File: config.mk
export PLATFORM = sky130hd
export DESIGN_NAME = add16_arbiter_flat
export DESIGN_NICKNAME = d
export VERILOG_FILES = /design/src/rtl/add16_arbiter_pkg.sv /design/src/rtl/add16_arbiter_if.sv /design/src/rtl/add16_arbiter_rr_pick.sv /design/src/rtl/add16_arbiter.sv /design/src/flat_wrapper.sv
export SDC_FILE = /design/constraint.sdc
export NUM_CORES = 1
export LEC_CHECK = 0
export CORE_UTILIZATION = 36
export CTS_CLUSTER_DIAMETER = 150
export CTS_CLUSTER_SIZE = 40
export DETAILED_ROUTE_END_ITERATION = 16
export GPL_ROUTABILITY_DRIVEN = 0
export PLACE_DENSITY = 0.85
export SLEW_MARGIN = 20
export SYNTH_ARGS = -nofsm -noshare
export SYNTH_HDL_FRONTEND = slang
export SYNTH_SLANG_ARGS = --single-unit
File: constraint.sdc
create_clock -name clk -period 2.38 [get_ports clk]
set_input_delay 0.357 -clock clk [delete_from_list [all_inputs] [get_ports clk]]
set_output_delay 0.357 -clock clk [all_outputs]
set_load 0.005 [all_outputs]
File: src/rtl/add16_arbiter_pkg.sv
// add16_arb_pkg: state encoding, default width and ID-width helper for add16_arbiter.
package add16_arb_pkg;
  localparam int DEF_WIDTH = 16;
  typedef enum logic [1:0] {ST_IDLE = 2'd0, ST_CALC = 2'd1, ST_RESP = 2'd2} state_t;
  function automatic int id_width(input int n);
    return (n <= 2) ? 1 : $clog2(n);
  endfunction
endpackage

File: src/rtl/add16_arbiter_if.sv
// add16_arbiter_if: request, shared-adder and response signals of add16_arbiter.
interface add16_arbiter_if
  import add16_arb_pkg::*;
#(
  parameter int NUM_REQ = 4,
  parameter int WIDTH = DEF_WIDTH
);
  localparam int ID_W = id_width(NUM_REQ);
  logic [NUM_REQ-1:0] req_valid;
  logic [NUM_REQ-1:0] req_ready;
  logic [NUM_REQ*WIDTH-1:0] req_a;
  logic [NUM_REQ*WIDTH-1:0] req_b;
  logic [WIDTH-1:0] add_a;
  logic [WIDTH-1:0] add_b;
  logic [WIDTH-1:0] add_out;
  logic rsp_valid;
  logic rsp_ready;
  logic [WIDTH-1:0] rsp_out;
  logic [ID_W-1:0] rsp_id;
  modport slave (
    input req_valid, req_a, req_b, add_out, rsp_ready,
    output req_ready, add_a, add_b, rsp_valid, rsp_out, rsp_id
  );
  modport master (
    output req_valid, req_a, req_b, add_out, rsp_ready,
    input req_ready, add_a, add_b, rsp_valid, rsp_out, rsp_id
  );
endinterface

File: src/rtl/add16_arbiter_rr_pick.sv
// add16_rr_pick: round-robin winner search from ptr+1; fixed lowest-index priority
// when ADD16_ARB_FIXED_PRI_EN is defined.
module add16_rr_pick
  import add16_arb_pkg::*;
#(
  parameter int N = 4,
  parameter int ID_W = id_width(N)
) (
  input  logic [N-1:0]    req,
  input  logic [ID_W-1:0] ptr,
  output logic [N-1:0]    grant,
  output logic [ID_W-1:0] idx,
  output logic            any
);
  logic [ID_W-1:0] j;
  // Scanning from the far end down lets the nearest candidate overwrite the others.
  always_comb begin
    idx = '0;
    j = '0;
`ifdef ADD16_ARB_FIXED_PRI_EN
    for (int k = N - 1; k >= 0; k--) begin
      j = ID_W'(k);
      if (req[j]) idx = j;
    end
`else
    for (int k = N; k >= 1; k--) begin
      j = ID_W'((int'(ptr) + k) % N);
      if (req[j]) idx = j;
    end
`endif
  end
  assign any = |req;
  assign grant = any ? (N'(1) << idx) : '0;
endmodule

File: src/rtl/add16_arbiter.sv
// add16_arbiter: shares one external adder among NUM_REQ requesters via an IDLE/CALC/RESP FSM.
// Define ADD16_ARB_FIXED_PRI_EN for fixed priority instead of round-robin.
module add16_arbiter
  import add16_arb_pkg::*;
#(
  parameter int NUM_REQ = 4,
  parameter int WIDTH = DEF_WIDTH
) (
  input logic clk,
  input logic reset,
  add16_arbiter_if.slave bus
);
  localparam int ID_W = id_width(NUM_REQ);
  state_t state;
  logic [ID_W-1:0] ptr;
  logic [ID_W-1:0] id;
  logic [ID_W-1:0] idx;
  logic [NUM_REQ-1:0] grant;
  logic any;
  logic [NUM_REQ-1:0][WIDTH-1:0] a_arr;
  logic [NUM_REQ-1:0][WIDTH-1:0] b_arr;
  assign a_arr = bus.req_a;
  assign b_arr = bus.req_b;
  add16_rr_pick #(.N(NUM_REQ), .ID_W(ID_W)) u_pick (
    .req(bus.req_valid),
    .ptr(ptr),
    .grant(grant),
    .idx(idx),
    .any(any)
  );
  assign bus.req_ready = (state == ST_IDLE) ? grant : '0;
  always_ff @(posedge clk or posedge reset) begin
    if (reset) begin
      state <= ST_IDLE;
      ptr <= ID_W'(NUM_REQ - 1);
      id <= '0;
      bus.add_a <= '0;
      bus.add_b <= '0;
      bus.rsp_out <= '0;
      bus.rsp_id <= '0;
      bus.rsp_valid <= 1'b0;
    end else begin
      case (state)
        ST_IDLE: if (any) begin
          bus.add_a <= a_arr[idx];
          bus.add_b <= b_arr[idx];
          id <= idx;
          ptr <= idx;
          state <= ST_CALC;
        end
        ST_CALC: begin
          bus.rsp_out <= bus.add_out;
          bus.rsp_id <= id;
          bus.rsp_valid <= 1'b1;
          state <= ST_RESP;
        end
        ST_RESP: if (bus.rsp_ready) begin
          bus.rsp_valid <= 1'b0;
          state <= ST_IDLE;
        end
        default: state <= ST_IDLE;
      endcase
    end
  end
endmodule

File: src/flat_wrapper.sv
// flat-port wrapper written by rule: the top's interface ports become plain ports
module add16_arbiter_flat import add16_arb_pkg::*;
#(
  parameter int NUM_REQ = 4,
  parameter int WIDTH = DEF_WIDTH
)
  (clk, reset, bus_req_valid, bus_req_a, bus_req_b, bus_add_out, bus_rsp_ready, bus_req_ready, bus_add_a, bus_add_b, bus_rsp_valid, bus_rsp_out, bus_rsp_id);
  add16_arbiter_if #(.NUM_REQ(NUM_REQ), .WIDTH(WIDTH)) bus_i ();
  input logic clk;
  input logic reset;
  input wire logic [$bits(bus_i.req_valid)-1:0] bus_req_valid;
  input wire logic [$bits(bus_i.req_a)-1:0] bus_req_a;
  input wire logic [$bits(bus_i.req_b)-1:0] bus_req_b;
  input wire logic [$bits(bus_i.add_out)-1:0] bus_add_out;
  input wire logic [$bits(bus_i.rsp_ready)-1:0] bus_rsp_ready;
  output wire logic [$bits(bus_i.req_ready)-1:0] bus_req_ready;
  output wire logic [$bits(bus_i.add_a)-1:0] bus_add_a;
  output wire logic [$bits(bus_i.add_b)-1:0] bus_add_b;
  output wire logic [$bits(bus_i.rsp_valid)-1:0] bus_rsp_valid;
  output wire logic [$bits(bus_i.rsp_out)-1:0] bus_rsp_out;
  output wire logic [$bits(bus_i.rsp_id)-1:0] bus_rsp_id;
  assign bus_i.req_valid = bus_req_valid;
  assign bus_i.req_a = bus_req_a;
  assign bus_i.req_b = bus_req_b;
  assign bus_i.add_out = bus_add_out;
  assign bus_i.rsp_ready = bus_rsp_ready;
  assign bus_req_ready = bus_i.req_ready;
  assign bus_add_a = bus_i.add_a;
  assign bus_add_b = bus_i.add_b;
  assign bus_rsp_valid = bus_i.rsp_valid;
  assign bus_rsp_out = bus_i.rsp_out;
  assign bus_rsp_id = bus_i.rsp_id;
  add16_arbiter #(.NUM_REQ(NUM_REQ), .WIDTH(WIDTH)) u_core (.clk(clk), .reset(reset), .bus(bus_i));
endmodule
=== Yosys cells after proc, flatten, opt, wreduce, memory -nomap -nowiden ===
Cells that the tools add are included.

* Bits in registers: 57
* Input bits: 151
* Output and inout bits: 55
* Logic and storage cells: 51

* $add $sub $neg: 4
* Order comparisons: 5
* Equality and inequality tests: 4
* Shift operators: 1
* Multiplexer cells: 23
* Reduce and logical (&&, ||, !) cells: 6

{| class="wikitable"
|+ Operator list
! operator !! number
|-
| binary-select mux 16 bit (select 2 bit) || 2
|-
| 2-to-1 mux 16 bit || 2
|-
| < comparator 2 x 3 -> 1 bit (second input constant) || 5
|-
| 2-to-1 mux 2 bit || 6
|-
| binary-select mux 1 bit (select 2 bit) || 4
|-
| 2-to-1 mux 4 bit || 2
|-
| case mux 2 bit (3 select lines) || 1
|-
| AND reduction 2 bit || 3
|-
| 2-to-1 mux 1 bit || 5
|-
| adder 2 x 1 -> 2 bit (second input constant) || 2
|-
| adder 2 bit (second input constant) || 2
|-
| != test 2 bit (second input constant) || 2
|-
| OR reduction 4 bit || 1
|-
| << shifter 1 x 2 -> 4 bit (first input constant) || 1
|-
| equality test 2 x 1 -> 1 bit (second input constant) || 1
|-
| equality test 2 bit (second input constant) || 1
|-
| zero test 2 bit || 1
|-
| case mux 1 bit (2 select lines) || 1
|-
| nonzero test 2 bit || 1
|}

=== Depth between registers and ports, before layout ===
* Depth in word-level cells: 10
* Depth in mapped cells: 7
* Depth with buffers taken out: 5

=== Cells and area by module ===
From an unflattened synthesis, not the netlist that was laid out.

* Cell total of the unflattened synthesis: 280
* Area, all modules: 3349.5 um^2

{| class="wikitable"
|+ Modules (own cells, without submodules)
! module !! times used !! cells each !! area each (um^2) !! sequential area each (um^2)
|-
| add16_arbiter || 1 || 246 || 3105.5 || 1428.9
|-
| add16_rr_pick || 1 || 34 || 244.0 || 0.0
|}

=== Worst setup path after synthesis ===
OpenSTA, ideal clock, no wires.

* Path type: register to output
* Start point: register u_core.ptr[1]
* End point: output bus_req_ready[0]
* Arrival: 1.479 ns
* Data required time: 2.023 ns
* Setup slack: 0.544 ns
* Stages on the path, launching flop included: 6
* Path buffers: 1
* Path through: dfstp_2 -> nand2_1 -> a311o_1 -> nand2_1 -> clkbuf_1 -> nor2_1

* Word-level cells in the longest chain between the ends: 10
* Elaborated cells on any way between the ends: 19
* Those cells by class: add/sub (4); shift (1); mux (14)

{| class="wikitable"
|+ RTL lines
! what !! RTL line !! text
|-
| from (decl) || add16_arbiter.sv:15 || <nowiki>logic [ID_W-1:0] ptr;</nowiki>
|-
| from (signal assigned) || add16_arbiter.sv:35 || <nowiki>ptr <= ID_W'(NUM_REQ - 1);</nowiki>
|-
| from (signal assigned) || add16_arbiter.sv:48 || <nowiki>ptr <= idx;</nowiki>
|-
| adder 2 x 1 -> 2 bit || add16_arbiter_rr_pick.sv:27 || <nowiki>j = ID_W'((int'(ptr) + k) % N);</nowiki>
|-
| binary-select mux 1 bit (select 2 bit) || add16_arbiter_rr_pick.sv:28 || <nowiki>if (req[j]) idx = j;</nowiki>
|-
| 2-to-1 mux 1 bit (not written as such) || add16_arbiter_rr_pick.sv:28 ||
|-
| 2-to-1 mux 2 bit (3 in a row) || add16_arbiter_rr_pick.sv:28 ||
|-
| 2-to-1 mux 2 bit * || add16_arbiter_rr_pick.sv:28 ||
|-
| << shifter 1 x 2 -> 4 bit * || add16_arbiter_rr_pick.sv:33 || <nowiki>assign grant = any ? (N'(1) << idx) : '0;</nowiki>
|-
| 2-to-1 mux 4 bit * || add16_arbiter_rr_pick.sv:33 ||
|-
| 2-to-1 mux 4 bit * || add16_arbiter.sv:31 || <nowiki>assign bus.req_ready = (state == ST_IDLE) ? grant : '0;</nowiki>
|-
| to (decl) || flat_wrapper.sv:16 || <nowiki>output wire logic [$bits(bus_i.req_ready)-1:0] bus_req_ready;</nowiki>
|}

Mark *: on every way between the ends. The rest lies on a longest branch, timed or not. The select of a mux whose other input is x is not followed.

=== Worst setup path after layout ===
* Start point: input bus_req_valid[1]
* End point: output bus_req_ready[3]

* Word-level cells in the longest chain between the ends: 9
* Elaborated cells on any way between the ends: 16
* Those cells by class: shift (1); mux (14); reduce/logical (1)

{| class="wikitable"
|+ RTL lines
! what !! RTL line !! text
|-
| from (decl) || flat_wrapper.sv:11 || <nowiki>input wire logic [$bits(bus_i.req_valid)-1:0] bus_req_valid;</nowiki>
|-
| binary-select mux 1 bit (select 2 bit) || add16_arbiter_rr_pick.sv:28 ||
|-
| 2-to-1 mux 1 bit (not written as such) || add16_arbiter_rr_pick.sv:28 ||
|-
| 2-to-1 mux 2 bit (4 in a row) || add16_arbiter_rr_pick.sv:28 ||
|-
| << shifter 1 x 2 -> 4 bit || add16_arbiter_rr_pick.sv:33 ||
|-
| 2-to-1 mux 4 bit * || add16_arbiter_rr_pick.sv:33 ||
|-
| 2-to-1 mux 4 bit * || add16_arbiter.sv:31 ||
|}

Marks and branches as above.

==> results.json <==
{
  "dp_slack_ns": -0.201,
  "cap_viol_max_count": 0,
  "worst_pin_slew_ns": 0.479,
  "postLayoutSetupSlackWorst_ns": -0.0205,
  "drtIter0Drc": 115,
  "synthTopCellsByCount": "65 x mux2i_1, 55 x dfrtp_1, 42 x nand2_1",
  "finalPower_mw": 5.76,
  "area_growth_pct": 82.2,
  "drt_drc_violations_left": 0,
  "clock_skew_ns": 0.00815,
  "antenna_found_initial": 0,
  "vdd_ir_drop_max_uv": 605,
  "syn_area_per_cell_um2": 11.4,
  "initial_core_util_pct": 38.0,
  "vias": 2975,
  "grt-ovfl-total": 0,
  "synth_most_common_cell": "mux2i_1",
  "die_width_um": 93.0,
  "holdCritPathClass": "primary input to async pin",
  "grt_pass1_wl_mm": 15.2,
  "status": "finished, violations left",
  "post-route-period-util_pct": 101,
  "total_leakage_power_nw": 2.36,
  "finalMaxSlewViolations": 0,
  "slew_headroom_pct": 68.1,
  "nets": 625,
  "synth_nets": 412,
  "clkSlewWorstSetupHoldPaths_ns": 0.07,
  "synth-seq-area-share_pct": 48.0,
  "r2r_cells": 8,
  "synth_top_area_share_pct": 46.2,
  "post_drt_wl_per_cell_um": 16.8,
  "io_buffers": 205,
  "row_count": 32,
  "fin_crit_ns": 2.40,
  "io_pins": 206,
  "syn_area_mm2": 0.00298,
  "hold_viol": 0,
  "violations": "setup timing",
  "design_area_mm2": 0.00543,
  "synth_edf_count": 0,
  "numCtsBuffers": 9,
  "ys.flop_type": "dfrtp_1",
  "grt_max_degree": 41,
  "drive_above_1_share_pct": 13.4,
  "dp_cells": 559,
  "core_area_mm2": 0.00785,
  "synth.largest_area_cell": "dfrtp_1",
  "clock_path_buffers": 2,
  "crit_fanout": 2,
  "end_kind": "output port",
  "antenna_cells": 0,
  "synth_area_leaders": "dfrtp_1 46%, mux2i_1 22%, o221ai_1 9.4%",
  "finalWirelength_mm": 9.78,
  "rsz0062_at_grt": "true",
  "cts_num_sinks": 57,
  "ys_types": 25,
  "grt_pass1_vias": 3227,
  "dieArea_mm2": 0.00864,
  "place_area_mm2": 0.00517,
  "fin_tns_setup_ns": -0.0205,
  "crit_type": "primary input to output port",
  "ys_async_sr_fraction_pct": 100,
  "hold_slack_ns": 0.344,
  "firstDrtPassIters": 4,
  "htree_levels": 3,
  "cp-start-kind": "primary input",
  "setup_viol_count_final": 1,
  "hpwl_mm": 7.38,
  "fmax_mhz": 417,
  "track_usage_pct": 22.7,
  "power_density_mw_per_mm2": 1060,
  "arrival_ns": 2.04,
  "cts_tree": "built",
  "viasPerCell": 5.12,
  "fin_util_pct": 69.1,
  "cp.required_ns": 2.02,
  "fin_cells": 581,
  "die_h_um": 93.0,
  "synth-seq-cells": 57,
  "root_buffer": "clkbuf_8",
  "clk_latency_ns": 0.32,
  "yosys_warnings": 0,
  "postSynthCellCount": 261,
  "ant_nets": 0
}
## path summary, 6_finish.rpt
kind / start / end / slack, ns
min in group clk: u_core.id[1] / u_core.id[1] / 0.49
worst min register to register: u_core.id[1] / u_core.id[1] / 0.49
max in group asynchronous: reset / u_core.ptr[1] / 1.40
worst min-delay path: reset / u_core.bus.rsp_out[2] / 0.34
worst max register to register: u_core.ptr[1] / u_core.bus.add_a[3] / 0.12
worst max-delay path: bus_req_valid[1] / bus_req_ready[3] / -0.02
## placed cells by master (no fill, tap or decap), types with 2 or more instances in the layout
cell type / count
nand2b_1: 2
clkdlybuf4s50_1: 199
clkinv_4: 2
dlymetal6s2s_1: 2
nand2_1: 41
clkbuf_8: 9
clkinvlp_4: 3
buf_12: 2
a21oi_1: 3
mux2_2: 18
inv_1: 2
inv_2: 2
dfrtp_1: 55
mux2i_1: 64
dlygate4sd2_1: 3
nor2_1: 6
o221ai_1: 32
dfstp_2: 2
buf_4: 14
## power by group
| group | switching [mW] | internal [mW] | total (mW) |
|---|---|---|---|
| sequential | 0.287 | 1.48 | 1.77 |
| clock | 0.404 | 0.379 | 0.783 |
| combinational | 1.33 | 1.88 | 3.21 |
## cell families after synthesis
family | share of synthesized area [%]
muxes | 28.6
buffers and inverters | 3.78
AOI/OAI and AO/OA | 11.7
DFF | 48.0
and+or+nand+nor | 7.90
## sequential cells by signal, summed over array words and instances, names as in the netlist
register              count
u_core.state              2
u_core.ptr                2
u_core.bus.add_b         16
u_core.bus.rsp_out       16
u_core.bus.rsp_id         2
u_core.bus.rsp_valid      1
u_core.id                 2
u_core.bus.add_a         16
## final cells by class
class | count | area [µm²]
Clock buffer | 10 | 128
Clock inverter | 6 | 45.0
Fill cell | 596 | 2420
Inverter | 4 | 15.0
Multi-Input combinational cell | 181 | 1490
Sequential cell | 57 | 1430
Tap cell | 102 | 128
Timing Repair Buffer | 221 | 2190
## worst max-delay path, cell delays in order
cell	delay (ns)
clkdlybuf4s50_1	0.45
nor2_2	0.19
o22ai_4	0.09
a311oi_2	0.24
and3_4	0.23
clkdlybuf4s50_1	0.49
## layer usage
metal	track usage, %	share of wire [%]	wire length [µm]	vias up
met4	7.95	2.0	197	0
li1	-	-	-	1397
met2	41.2	51	5020	147
met1	25.1	37	3620	1413
met3	6.91	9.7	948	18
met5	0	0	0	-
## timing repair
| item | CTS | global route |
|---|---|---|
| pin swaps | 4 | 4 |
| endpoints found under the hold margin | 0 | 0 |
| resized for setup | 10 | 7 |
| cloned | 0 | 0 |
| endpoints found under the setup margin | 4 | 3 |
| hold buffers | 0 | 0 |
| buffers inserted | 2 | 4 |
No activity file was read; power rests on OpenSTA's default activity.
